## src/rtl/kvadd2_example_pkg.sv

```systemverilog
// Shared constants for the kvadd2 example vector-join adder stage.
// Default widths, lane count and output skid depth.
package kvadd2_example_pkg;

  localparam int unsigned LP_TDATA_W    = 512;
  localparam int unsigned LP_LANE_W     = 32;
  localparam int unsigned LP_COUNT_W    = 32;
  localparam int unsigned LP_NUM_LANES  = LP_TDATA_W / LP_LANE_W;
  localparam int unsigned LP_SKID_DEPTH = 2;

endpackage

```

## src/rtl/kvadd2_example_axis_skid.sv

```systemverilog
// Two-entry registered AXI4-Stream buffer with a registered not-full flag.
// Output fields come straight from storage, so they hold while stalled.
module kvadd2_example_axis_skid
  import kvadd2_example_pkg::*;
#(
  parameter int unsigned DATA_W = LP_TDATA_W
) (
  input  logic                aclk,
  input  logic                areset,
  input  logic                push_i,
  input  logic [DATA_W-1:0]   data_i,
  input  logic [DATA_W/8-1:0] keep_i,
  input  logic                last_i,
  output logic                not_full_o,
  output logic                m_valid_o,
  input  logic                m_ready_i,
  output logic [DATA_W-1:0]   m_data_o,
  output logic [DATA_W/8-1:0] m_keep_o,
  output logic                m_last_o
);

  logic [DATA_W-1:0]   data_q [LP_SKID_DEPTH];
  logic [DATA_W/8-1:0] keep_q [LP_SKID_DEPTH];
  logic                last_q [LP_SKID_DEPTH];

  logic       wr_q;
  logic       rd_q;
  logic [1:0] cnt_q;
  logic [1:0] cnt_d;
  logic       not_full_q;
  logic       pop;

  always_comb begin
    pop   = (cnt_q != 2'd0) && m_ready_i;
    cnt_d = cnt_q + {1'b0, push_i} - {1'b0, pop};
  end

  always_ff @(posedge aclk) begin
    if (areset) begin
      cnt_q      <= 2'd0;
      wr_q       <= 1'b0;
      rd_q       <= 1'b0;
      not_full_q <= 1'b1;
    end else begin
      cnt_q      <= cnt_d;
      not_full_q <= (cnt_d != 2'(LP_SKID_DEPTH));
      if (push_i) wr_q <= ~wr_q;
      if (pop)    rd_q <= ~rd_q;
    end
  end

  // Payload needs no reset; occupancy alone decides validity.
  always_ff @(posedge aclk) begin
    if (push_i) begin
      data_q[wr_q] <= data_i;
      keep_q[wr_q] <= keep_i;
      last_q[wr_q] <= last_i;
    end
  end

  assign not_full_o = not_full_q;
  assign m_valid_o  = (cnt_q != 2'd0);
  assign m_data_o   = data_q[rd_q];
  assign m_keep_o   = keep_q[rd_q];
  assign m_last_o   = last_q[rd_q];

endmodule

```

## src/rtl/kvadd2_example_vjoin.sv

```systemverilog
// Joins streams A and B beat-by-beat and emits the lane-wise sum.
// Tracks joined beats and sticky tlast misalignment between A and B.
module kvadd2_example_vjoin
  import kvadd2_example_pkg::*;
#(
  parameter int unsigned C_AXIS_TDATA_WIDTH = LP_TDATA_W,
  parameter int unsigned C_ADDER_BIT_WIDTH  = LP_LANE_W,
  parameter int unsigned C_COUNT_WIDTH      = LP_COUNT_W
) (
  input  logic                            aclk,
  input  logic                            areset,
  input  logic                            s_a_axis_tvalid,
  output logic                            s_a_axis_tready,
  input  logic [C_AXIS_TDATA_WIDTH-1:0]   s_a_axis_tdata,
  input  logic [C_AXIS_TDATA_WIDTH/8-1:0] s_a_axis_tkeep,
  input  logic                            s_a_axis_tlast,
  input  logic                            s_b_axis_tvalid,
  output logic                            s_b_axis_tready,
  input  logic [C_AXIS_TDATA_WIDTH-1:0]   s_b_axis_tdata,
  input  logic [C_AXIS_TDATA_WIDTH/8-1:0] s_b_axis_tkeep,
  input  logic                            s_b_axis_tlast,
  output logic                            m_axis_tvalid,
  input  logic                            m_axis_tready,
  output logic [C_AXIS_TDATA_WIDTH-1:0]   m_axis_tdata,
  output logic [C_AXIS_TDATA_WIDTH/8-1:0] m_axis_tkeep,
  output logic                            m_axis_tlast,
  output logic [C_COUNT_WIDTH-1:0]        beat_count,
  output logic                            tlast_mismatch
);

  localparam int unsigned LANES =
    C_AXIS_TDATA_WIDTH / C_ADDER_BIT_WIDTH;
  localparam int unsigned LW = C_ADDER_BIT_WIDTH;

  logic                          not_full;
  logic                          join_c;
  logic [C_AXIS_TDATA_WIDTH-1:0] sum;
  logic [C_COUNT_WIDTH-1:0]      cnt_q;
  logic [C_COUNT_WIDTH-1:0]      cnt_d;
  logic                          mis_q;
  logic                          mis_d;

  // Ready never looks at m_axis_tready, only the registered not-full.
  assign join_c = s_a_axis_tvalid & s_b_axis_tvalid
                & not_full & ~areset;

  assign s_a_axis_tready = join_c;
  assign s_b_axis_tready = join_c;

  for (genvar g = 0; g < LANES; g++) begin : g_lane
    assign sum[g*LW +: LW] =
      s_a_axis_tdata[g*LW +: LW] + s_b_axis_tdata[g*LW +: LW];
  end

  always_comb begin
    cnt_d = cnt_q;
    mis_d = mis_q;
    if (join_c) begin
      cnt_d = cnt_q + 1'b1;
      if (s_a_axis_tlast != s_b_axis_tlast) mis_d = 1'b1;
    end
  end

  always_ff @(posedge aclk) begin
    if (areset) begin
      cnt_q <= '0;
      mis_q <= 1'b0;
    end else begin
      cnt_q <= cnt_d;
      mis_q <= mis_d;
    end
  end

  assign beat_count     = cnt_q;
  assign tlast_mismatch = mis_q;

  kvadd2_example_axis_skid #(
    .DATA_W (C_AXIS_TDATA_WIDTH)
  ) u_skid (
    .aclk       (aclk),
    .areset     (areset),
    .push_i     (join_c),
    .data_i     (sum),
    .keep_i     (s_a_axis_tkeep & s_b_axis_tkeep),
    .last_i     (s_a_axis_tlast | s_b_axis_tlast),
    .not_full_o (not_full),
    .m_valid_o  (m_axis_tvalid),
    .m_ready_i  (m_axis_tready),
    .m_data_o   (m_axis_tdata),
    .m_keep_o   (m_axis_tkeep),
    .m_last_o   (m_axis_tlast)
  );

endmodule

```

## config.mk

```make
export PLATFORM = sky130hd
export DESIGN_NAME = kvadd2_example_vjoin
export DESIGN_NICKNAME = d
export VERILOG_FILES = /design/src/rtl/kvadd2_example_pkg.sv /design/src/rtl/kvadd2_example_axis_skid.sv /design/src/rtl/kvadd2_example_vjoin.sv
export SDC_FILE = /design/constraint.sdc
export NUM_CORES = 2
export LEC_CHECK = 0
export ABC_CLOCK_PERIOD_IN_PS = 69100
export BUFFER_PORTS_ARGS = -buffer_cell sky130_fd_sc_hd__buf_2
export CAP_MARGIN = 20
export CORE_AREA = 3 3 681 683
export DETAILED_ROUTE_END_ITERATION = 10
export DIE_AREA = 0 0 684 686
export PLACE_DENSITY = 0.37
export SYNTH_ARGS = -nofsm -noshare
export SYNTH_HDL_FRONTEND = slang
export SYNTH_SLANG_ARGS = --single-unit
```

## constraint.sdc

```tcl
create_clock -name aclk -period 69.1 [get_ports aclk]
set_input_delay 17.275 -clock aclk [delete_from_list [all_inputs] [get_ports aclk]]
set_output_delay 17.275 -clock aclk [all_outputs]
set_load 0.05 [all_outputs]
```

==> summary.md <==
| Metric | Value |
|---|---|
| Seq/Total Area, Yosys | 0.5241 |
| Post-synthesis instance total | 5,368 |
| Die W | 684 um |
| Synth warn | 0 |
| Critical R2R Launch | u_skid.not_full_o |
| Synth area leaders | edfxtp_1 (51%), mux2_2 (9.6%), ha_1 (9.3%) |
| Port bufs | 1,771 |
| Synth async-reset ratio | 0 |
| CP endpoint kind | primary output |
| Area of the mapped netlist | 0.06760 mm^2 |
| CTS buffer count | 166 |
| DR DRC count | 0 |
| Total grt overflow | 0 |
| Final setup violating endpoints | 0 |
| Top Layer Used | met5 |
| Post-CTS setup buffers | 0 |
| FILL cells | 50,290 |
| Critical Path Source Type | input pin |
| Routed vias/inst | 4.042 |
| Post-synth cell types | 100 |
| Layout area overhead | 32.87% |
| Routed length on met1 | 170.2 mm |
| Register area | 0.03544 mm^2 |
| Placer Congestion | 1.051 |
| Hold Crit Class | reg2reg |
| Worst setup endpoint | s_a_axis_tready |
| Largest net degree at the start of global routing | 110 |
| Top-count cell post-synth | edfxtp_1 |
| Yosys top cell area share | 0.5126 |
| R2R cell count | 8 |
| Root buffer cell | clkbuf_16 |
| CP startpoint | areset |
| Final period util | 0.5223 |
| FF+latch count, synth | 1,193 |
| Post-Route WL | 414.0 mm |
| Vias in the first global route | 53,990 |
| Detail Placement HPWL | 357.7 mm |
| MaxCap Viol Count | 0 |
| Antenna Nets Post-Route | 0 |
| Antenna violations before repair | 505 |
| Hold buffers post-CTS | 0 |
| Io pins | 1,772 |
| # rows | 249 |
| Resize count post-CTS | 0 |
| Outcome | finished, final reports clean |
| CTS sink count | 1,193 |
| Worst vdd ir | 19.56 uV |
| Via count | 55,350 |
| CP max FO | 40 |
| Critical path type | in2out |
| DR WL met2 | 191.0 mm |
| Min-Delay Startpoint | beat_count[31] |
| Pre-antenna DRT Iters | 5 |
| Area leader, netlist | edfxtp_1 |
| R2R setup slack | 62.17 ns |
| Max Transition Viols Final | 0 |
| Slew @ Worst Pin | 1.023 ns |
| Starting Density | 0.1473 |
| First-pass GRT wire length | 528.3 mm |
| Footprint of the multi-input gates | 0.03129 mm^2 |
| Req. time, crit path | 51.83 ns |
| Clock Skew | 0.03694 ns |
| Share of layout cells above drive strength 1 | 0.3690 |
| Synth Flop Type | edfxtp_1 |
| Fmax | 27.71 MHz |
| Setup WS pre-CTS | 32.97 ns |
| # nets final | 8,890 |
| Max transition margin | 0.3006 |
| Syn Nets | 7,043 |
| CTS Buffer Depth | 4 |
| H-tree Lvls | 4 |
| Power Density | 31.91 mW/mm^2 |
| Clock latency on the worst-skew pair | 0.87 ns |
| Min Tclk post-route | 36.09 ns |
| EDFF count, synth | 1,154 |
| Wire per inst | 30.23 um |
| Clk slew on worst S/H paths | 0.06 ns |
| CTS tree | built |
| Worst Path Arrival | 18.82 ns |
| Syn Area/Cell | 12.59 um^2 |
| RSZ-0062 raised after global routing | false |
| Pleak | 34.56 nW |
| Reg2Reg Capture Point | u_skid.keep_q[1][43] |
| DR WL met3 | 35.15 mm |
| Die area | 0.4692 mm^2 |
| GRT Overall Usage | 0.1684 |
| Setup TNS | 0 ns |
| Most frequent cells after synthesis | edfxtp_1 (1,154), mux2_2 (577), ha_1 (500) |
| Core area | 0.4589 mm^2 |
| Die Span Y | 686 um |
| Fin. Hold Viols | 0 |
| 1st-iter DRT viols | 4,148 |
| Final worst slack | 33.01 ns |
## routing by layer
| metal | global-route usage | vias to the layer above |
|---|---|---|
| met5 | 0.002829 | - |
| met2 | 0.2793 | 2588 |
| li1 | - | 24580 |
| met1 | 0.2036 | 27030 |
| met3 | 0.05767 | 999 |
| met4 | 0.05419 | 158 |
## through the flow
step	std cells	area [um^2]	hold WS (ns)	power [W]	utilization
after floorplan	5368	67600	0.4812	0.001675	-
final	13700	89820	0.5154	0.002866	0.1957
after global placement	13200	83980	0.4829	0.002034	0.1830
after CTS	13490	89310	0.5165	0.002923	0.1946
after global routing	13600	89570	0.5446	0.002987	0.1952
after detailed placement	13200	83980	0.4974	0.002038	0.1830
## area by class of cell
type | instances | share of cell area
multi-input combinational | 3940 | 0.3483
inverter | 105 | 0.004388
clock inverter | 97 | 0.01124
sequential | 1193 | 0.3945
clock buffer | 197 | 0.04811
antenna | 206 | 0.005739
timing repair buffer | 1809 | 0.1020
tap | 6149 | 0.08565
## how the worst min path moves through the flow
stage                     end  slack [ns]  cells past startpoint
6_report       beat_count[31]        0.52                      2
5_1_grt        beat_count[13]        0.54                      2
4_1_cts        beat_count[17]        0.52                      2
3_5_place_dp   beat_count[17]        0.50                      2
3_3_place_gp   beat_count[17]        0.48                      2
2_1_floorplan       flip-flop        0.48                      2
## cells in the final DEF (no fill, tap or decap), drive strengths merged, types with 61 or more instances in the layout
cell and instances:
nor2 234, inv 114, xnor2 319, o21ai 231
mux2 577, buf 1809, and2 91, nand3 91
a21o 246, nand2 261, a21oi 453, o21bai 66
ha 500, xor2 177, edfxtp 1154, clkbuf 197
a31oi 61, diode 206
## state kept, by name (all words and copies together), names as in the netlist, named ones only
| register | cells |
|---|---|
| beat_count | 32 |
| tlast_mismatch | 1 |
| u_skid.cnt_q | 2 |
| u_skid.data_q | 1024 |
| u_skid.keep_q | 128 |
| u_skid.last_q | 2 |
| u_skid.not_full_o | 1 |
| u_skid.rd_q | 1 |
| u_skid.wr_q | 1 |
## cell families (layout without fill, tap and decap cells)
| family | after synthesis | in the layout | share of synthesized area |
|---|---|---|---|
| compound gates | 1350 | 1350 | 0.1316 |
| xor+xnor | 496 | 496 | 0.06426 |
| simple gates | 998 | 998 | 0.07300 |
| buf+inv | 235 | 2208 | 0.01316 |
| fa+ha+maj | 516 | 516 | 0.09728 |
| mux | 580 | 580 | 0.09656 |
| flops | 1193 | 1193 | 0.5241 |
| other cells | 0 | 206 | 0 |
## worst max-delay path, stage by stage
cell and delay, ns:
buf_2 0.34, and4b_1 0.80, buf_2 0.39
## power by group
part / switching [W] / internal [W] / total, W
Clock: 0.000354 / 0.000504 / 0.000858
Combinational: 0.000813 / 0.000316 / 0.00113
Sequential: 0.0000127 / 0.000866 / 0.000879
Total: 0.00118 / 0.00169 / 0.00287
Note: power is estimated with default switching activity, not from simulation.
